==> config.mk <==
export PLATFORM = sky130hd
export DESIGN_NAME = instr_issue_queue
export DESIGN_NICKNAME = d
export VERILOG_FILES = /design/src/rtl/instr_issue_queue.sv
export SDC_FILE = /design/constraint.sdc
export NUM_CORES = 1
export LEC_CHECK = 0
export ABC_AREA = 1
export ABC_CLOCK_PERIOD_IN_PS = 5620
export BUFFER_PORTS_ARGS = -buffer_cell sky130_fd_sc_hd__buf_2
export CORE_MARGIN = 2
export CORE_UTILIZATION = 35
export DETAILED_ROUTE_END_ITERATION = 10
export GPL_TIMING_DRIVEN = 0
export PLACE_DENSITY = 0.6
export SETUP_SLACK_MARGIN = 0.5
export SKIP_CTS_REPAIR_TIMING = 1
export SLEW_MARGIN = 10
export SYNTH_ARGS = -nofsm -noshare
export SYNTH_HDL_FRONTEND = slang
export SYNTH_SLANG_ARGS = --single-unit
==> constraint.sdc <==
create_clock -name clk -period 5.62 [get_ports clk]
set_input_delay 0.281 -clock clk [delete_from_list [all_inputs] [get_ports clk]]
set_output_delay 0.281 -clock clk [all_outputs]
set_load 0.01 [all_outputs]
==> src/rtl/instr_issue_queue.sv <==
// Instruction issue queue: circular FIFO feeding one word per cycle, with NOP stalls after
// streaming opcodes. Define INSTR_ISSUE_QUEUE_BYPASS_EN for cut-through issue into an empty queue.
module instr_issue_queue #(
  parameter int unsigned DEPTH         = 8,
  parameter int unsigned STREAM_CYCLES = 16
) (
  input  logic                     clk,
  input  logic                     rst_n,
  input  logic [63:0]              host_instr,
  input  logic                     host_valid,
  output logic                     host_ready,
  input  logic                     flush,
  output logic [63:0]              instruction,
  output logic [$clog2(DEPTH):0]   q_count,
  output logic                     busy
);

  localparam int unsigned PtrW   = $clog2(DEPTH);
  localparam int unsigned CntW   = PtrW + 1;
  localparam int unsigned StallW = $clog2(STREAM_CYCLES + 1);

  localparam logic [4:0]        OpMac     = 5'b00001;
  localparam logic [4:0]        OpSendW   = 5'b00010;
  localparam logic [63:0]       NopWord   = 64'h1F;
  localparam logic [StallW-1:0] StallLast = StallW'(STREAM_CYCLES - 1);

  typedef enum logic {StIssue, StStall} state_e;

  state_e              state_q, state_d;
  logic [StallW-1:0]   stall_cnt_q, stall_cnt_d;
  logic [63:0]         instr_q, instr_d;
  logic [PtrW-1:0]     rd_ptr_q, rd_ptr_d, wr_ptr_q, wr_ptr_d;
  logic [CntW-1:0]     count_q, count_d;
  logic [63:0]         mem_q [DEPTH];

  logic push, pop, wr_en, bypass;

  // Ready depends only on the registered count, so a same-cycle pop never opens a full queue.
  assign host_ready  = (count_q != CntW'(DEPTH)) && !flush;
  assign push        = host_valid && host_ready;
  assign instruction = instr_q;
  assign q_count     = count_q;
  assign busy        = (count_q != '0) || (state_q == StStall);

  always_comb begin
    state_d     = state_q;
    stall_cnt_d = stall_cnt_q;
    instr_d     = instr_q;
    rd_ptr_d    = rd_ptr_q;
    wr_ptr_d    = wr_ptr_q;
    count_d     = count_q;
    pop         = 1'b0;
    bypass      = 1'b0;
    wr_en       = 1'b0;

    if (flush) begin
      state_d     = StIssue;
      stall_cnt_d = '0;
      instr_d     = '0;
      rd_ptr_d    = '0;
      wr_ptr_d    = '0;
      count_d     = '0;
    end else begin
      case (state_q)
        StIssue: begin
          if (count_q != '0) begin
            pop     = 1'b1;
            instr_d = mem_q[rd_ptr_q];
`ifdef INSTR_ISSUE_QUEUE_BYPASS_EN
          end else if (push) begin
            bypass  = 1'b1;
            instr_d = host_instr;
`endif
          end else begin
            instr_d = '0;
          end
          if (instr_d[4:0] == OpMac || instr_d[4:0] == OpSendW) state_d = StStall;
        end
        StStall: begin
          instr_d = NopWord;
          if (stall_cnt_q == StallLast) begin
            stall_cnt_d = '0;
            state_d     = StIssue;
          end else begin
            stall_cnt_d = stall_cnt_q + StallW'(1);
          end
        end
        default: state_d = StIssue;
      endcase

      wr_en = push && !bypass;
      if (wr_en) wr_ptr_d = wr_ptr_q + PtrW'(1);
      if (pop)   rd_ptr_d = rd_ptr_q + PtrW'(1);
      if (wr_en && !pop)      count_d = count_q + CntW'(1);
      else if (!wr_en && pop) count_d = count_q - CntW'(1);
    end
  end

  always_ff @(posedge clk or negedge rst_n) begin
    if (!rst_n) begin
      state_q     <= StIssue;
      stall_cnt_q <= '0;
      instr_q     <= '0;
      rd_ptr_q    <= '0;
      wr_ptr_q    <= '0;
      count_q     <= '0;
    end else begin
      state_q     <= state_d;
      stall_cnt_q <= stall_cnt_d;
      instr_q     <= instr_d;
      rd_ptr_q    <= rd_ptr_d;
      wr_ptr_q    <= wr_ptr_d;
      count_q     <= count_d;
    end
  end

  // Storage needs no reset: occupancy is tracked solely by the pointers and count.
  always_ff @(posedge clk) begin
    if (wr_en) mem_q[wr_ptr_q] <= host_instr;
  end

endmodule
==> reports/summary.txt <==
GLOBAL ROUTE
--------------------------------------------------------------------------------------------------
Met1 demand-to-capacity share in global routing                                             23.58%
Global-route track usage on met2                                                            27.35%
M3 GR Usage                                                                                 3.926%
Wire length of the first global-routing pass                                              87.15 mm
Overflow left after global routing                                                               0
Initial antenna violation count                                                                  4
Vias in the first global route                                                               13890
Overall Global Routing Usage                                                                17.25%
Most Crowded Layer GR                                                                         met2
Largest net degree at the start of global routing                                               50

YOSYS
--------------------------------------------------------------------------------------------------
Synthesized area per cell                                                                13.34 µm²
Sequential element share of the synthesized area                                            77.07%
Number of distinct library cell variants in the gate-level netlist after synthesis              30
Post-synth top flop                                                                   sky130_fd_sc_hd__edfxtp_1
Number of warnings reported in the yosys synthesis log                                           0
Post-synthesis instance area                                                             22550 µm²
Number of nets in the synthesized netlist                                                     1764
Share of flip-flops with an asynchronous set or reset after synthesis                       13.51%
Post-Synthesis Cells                                                                          1690
Number of synthesized flops with an enable pin                                                 512
Number of flip-flops and latches in the synthesized netlist                                    592

POWER AND IR DROP
--------------------------------------------------------------------------------------------------
Standby leakage power                                                                     9.859 nW
P per Cell Area                                                                       458.4 nW/µm²
Largest voltage drop on the vdd net                                                       278.1 µV

STATUS
--------------------------------------------------------------------------------------------------
Outcome                                                                                  completed

CTS
--------------------------------------------------------------------------------------------------
Cell at the root of the clock tree                                                    sky130_fd_sc_hd__clkbuf_16
Clock transition time at the flip-flop clock pins of the worst setup and hold paths        0.06 ns
Maximum number of buffers from clock root to sink                                                3
H-tree levels                                                                                    2
CTS tree                                                                                      done
Number of clock sinks                                                                          592
Clock latency on the worst-skew pair                                                       0.62 ns
Cts bufs inserted                                                                               59

ROUTING
--------------------------------------------------------------------------------------------------
Final routed wire length divided by cell count                                            20.25 µm
Violation count after the first detailed-route iteration                                      1446
Number of vias in the routed layout                                                          14510
Antenna violation net count after detailed routing                                               0
DRC errors left                                                                                  0
Final WL                                                                                  58.35 mm
Ratio of routed vias to standard cells                                                       5.033
Detailed-router iteration count before antenna repair                                            7

CRITICAL PATH
--------------------------------------------------------------------------------------------------
Worst-path maximum fanout                                                                       22
CP Capture Type                                                                               flop
Logic depth of the worst register-to-register path                                               8
Category of the critical setup timing path                                            flop to flop
Startpoint of the lowest-slack register-to-register path                              q_count[1]$_DFFE_PN0P_
Startpoint class of the critical path                                                         flop
Reg-to-reg setup timing slack                                                              2.83 ns
Critical register-to-register path endpoint                                           mem_q[7][58]$_DFFE_PP_
Required time of the critical path                                                         5.95 ns
CP arrival                                                                                 3.12 ns

WORST HOLD PATH
--------------------------------------------------------------------------------------------------
Hold endpoint                                                                         instruction[4]$_DFF_PN0_
Hold WC Path Type                                                                     primary input to flop
Count of cells along the worst hold path                                                         3
Startpoint of the tightest hold check path                                                   flush

FINAL LAYOUT
--------------------------------------------------------------------------------------------------
Number of fillers in the final layout                                                         5780
Number of nets in the layout                                                                  2048
Area added between synthesis and finish                                                     21.68%
Ratio of cells with drive above 1 in the final layout                                       15.46%

TIMING
--------------------------------------------------------------------------------------------------
Fin. Hold Viols                                                                                  0
Max-slew violation total from the final report                                                   0
Worst setup margin                                                                        2.830 ns
Actual slew at the worst max-slew pin                                                    0.8798 ns
Setup repair after global routing missed its margin                                          false
Portion of the clock cycle consumed by the worst path in the final layout                   49.64%
Maximum clock frequency                                                                  358.5 MHz
Worst clock skew on the final layout                                                    0.02101 ns
Post-Route Setup TNS                                                                          0 ns
Total of endpoints with negative setup slack in the final report                                 0
Post-route minimum period                                                                 2.790 ns
Max_slew headroom                                                                           41.21%

FLOORPLAN
--------------------------------------------------------------------------------------------------
Die Wd                                                                                    257.8 µm
Row Count                                                                                       93
Die area                                                                                 66470 µm²
# IOs                                                                                          138
Floorplan die height                                                                      257.8 µm
Placeable core region                                                                    64120 µm²
Effective utilization at floorplan                                                          35.17%

RUN
--------------------------------------------------------------------------------------------------
Max-cap violation count                                                                          0

PLACEMENT
--------------------------------------------------------------------------------------------------
Worst setup slack before clock tree synthesis                                             2.750 ns
Placer congestion estimate                                                                  0.7676
Sum of net half-perimeters after detailed placement                                       37.93 mm
Count of buffers from port buffering                                                           137

## worst max path at each step
stage / slack [ns] / startpoint / end / cells past startpoint
after global routing: 2.70 / q_count[2]$_DFFE_PN0P_ / mem_q[4][2]$_DFFE_PP_ / 8
final: 2.83 / q_count[1]$_DFFE_PN0P_ / mem_q[7][58]$_DFFE_PP_ / 8
after CTS: 2.85 / q_count[1]$_DFFE_PN0P_ / mem_q[4][2]$_DFFE_PP_ / 8
after global placement: -1.28 / flush / mem_q[4][53]$_DFFE_PP_ / 6
after floorplan: 1.49 / q_count[2]$_DFFE_PN0P_ / mem_q[0][0]$_DFFE_PP_ / 6
after detailed placement: 2.75 / flush / mem_q[7][58]$_DFFE_PP_ / 8
## flip-flops by register name (all words and copies together) (netlist names)
name,count
instruction,64
wr_ptr_q,3
q_count,4
rd_ptr_q,3
stall_cnt_q,5
mem_q,512
state_q,1
## synthesized netlist by cell type (10+ instances only)
library cell,number,area share (%)
sky130_fd_sc_hd__edfxtp_1,512,68
sky130_fd_sc_hd__nor2_1,366,6.1
sky130_fd_sc_hd__o21ai_0,239,5.3
sky130_fd_sc_hd__nand2_1,88,1.5
sky130_fd_sc_hd__dfrtp_1,80,8.9
sky130_fd_sc_hd__o21ai_1,63,1.4
sky130_fd_sc_hd__o22ai_1,61,1.7
sky130_fd_sc_hd__a31oi_1,59,1.6
sky130_fd_sc_hd__inv_1,45,0.75
sky130_fd_sc_hd__nand3_1,39,0.87
sky130_fd_sc_hd__clkbuf_1,37,0.62
sky130_fd_sc_hd__buf_4,29,0.97
sky130_fd_sc_hd__buf_2,16,0.36
sky130_fd_sc_hd__buf_1,14,0.23
sky130_fd_sc_hd__a21oi_1,10,0.22
## critical path, stage by stage, from the launching register on
cell,delay [ns]
sky130_fd_sc_hd__dfrtp_1,0.44
sky130_fd_sc_hd__nor2_2,0.10
sky130_fd_sc_hd__nand3_1,0.07
sky130_fd_sc_hd__nand3_1,0.14
sky130_fd_sc_hd__inv_1,0.19
sky130_fd_sc_hd__nand2_1,0.26
sky130_fd_sc_hd__nor2_4,0.75
sky130_fd_sc_hd__buf_12,0.29
sky130_fd_sc_hd__buf_12,0.21
## report_power, final
group,total [mW],switching (mW),internal (mW)
Combinational,3.44,2.34,1.09
Sequential,5.22,0.115,5.11
Clock,3.92,1.65,2.26
## cell families (layout without fill, tap and decap cells)
kind of cell               count (synthesis)  count (layout)  synth area share [%]
adders and majority gates                  6               6                0.3662
xor gates and xnor gates                   4               4                0.1554
and+or+nand+nor                          499             499                 8.679
AOI/OAI and AO/OA                        435             435                 10.36
other                                      0               2                     0
buffers and inverters                    154             489                 3.374
DFF                                      592             592                 77.07
## per-layer routing
metal	wire length [µm]	vias to the layer above
met2	27110	527
met3	4454	101
met4	1447	4
met5	23	-
met1	25320	7176
li1	-	6698
## layout by cell type (no fill, tap or decap), types with 2 or more instances in the layout
master and n:
sky130_fd_sc_hd__a21oi_1 10, sky130_fd_sc_hd__a31oi_1 59, sky130_fd_sc_hd__buf_1 14, sky130_fd_sc_hd__buf_12 12, sky130_fd_sc_hd__buf_16 9, sky130_fd_sc_hd__buf_2 152, sky130_fd_sc_hd__buf_4 30, sky130_fd_sc_hd__buf_6 7
sky130_fd_sc_hd__bufinv_16 6, sky130_fd_sc_hd__clkbuf_1 52, sky130_fd_sc_hd__clkbuf_16 60, sky130_fd_sc_hd__clkbuf_8 2, sky130_fd_sc_hd__clkinv_1 13, sky130_fd_sc_hd__clkinv_2 12, sky130_fd_sc_hd__clkinvlp_4 2, sky130_fd_sc_hd__dfrtp_1 80
sky130_fd_sc_hd__diode_2 2, sky130_fd_sc_hd__dlygate4sd3_1 65, sky130_fd_sc_hd__edfxtp_1 512, sky130_fd_sc_hd__ha_1 5, sky130_fd_sc_hd__inv_1 45, sky130_fd_sc_hd__inv_2 3, sky130_fd_sc_hd__inv_6 2, sky130_fd_sc_hd__nand2_1 88
sky130_fd_sc_hd__nand3_1 39, sky130_fd_sc_hd__nor2_1 358, sky130_fd_sc_hd__nor2_2 2, sky130_fd_sc_hd__nor2_4 10, sky130_fd_sc_hd__o21ai_0 239, sky130_fd_sc_hd__o21ai_1 63, sky130_fd_sc_hd__o22ai_1 61, sky130_fd_sc_hd__xnor2_1 2
sky130_fd_sc_hd__xor2_1 2
## cell type report
type                            count  area (µm²)  share of cell area (%)
Sequential cell                   592       17380                   63.33
Multi-Input combinational cell    944        4471                   16.29
Timing Repair Buffer              223        1827                   6.658
Clock buffer                       77        1585                   5.778
Tap cell                          855        1070                   3.899
Buffer                            104       573.1                   2.089
Clock inverter                     35       341.6                   1.245
Inverter                           50       187.7                  0.6841
Antenna cell                        2       5.005                 0.01824
## through the flow
step	hold WS, ns	cell area (µm²)	util, %	total power, mW	instances
after floorplan	-0.01459	22550	-	7.347	1690
after global placement	0.4713	24300	37.91	8.644	2682
after detailed placement	0.4130	24850	38.76	8.715	2703
after CTS	-0.2569	26780	41.77	12.64	2815
after global routing	0.005747	27440	42.79	13.21	2882
final	0.01331	27440	42.79	12.58	2882
Power figures use the tool's default switching activity.
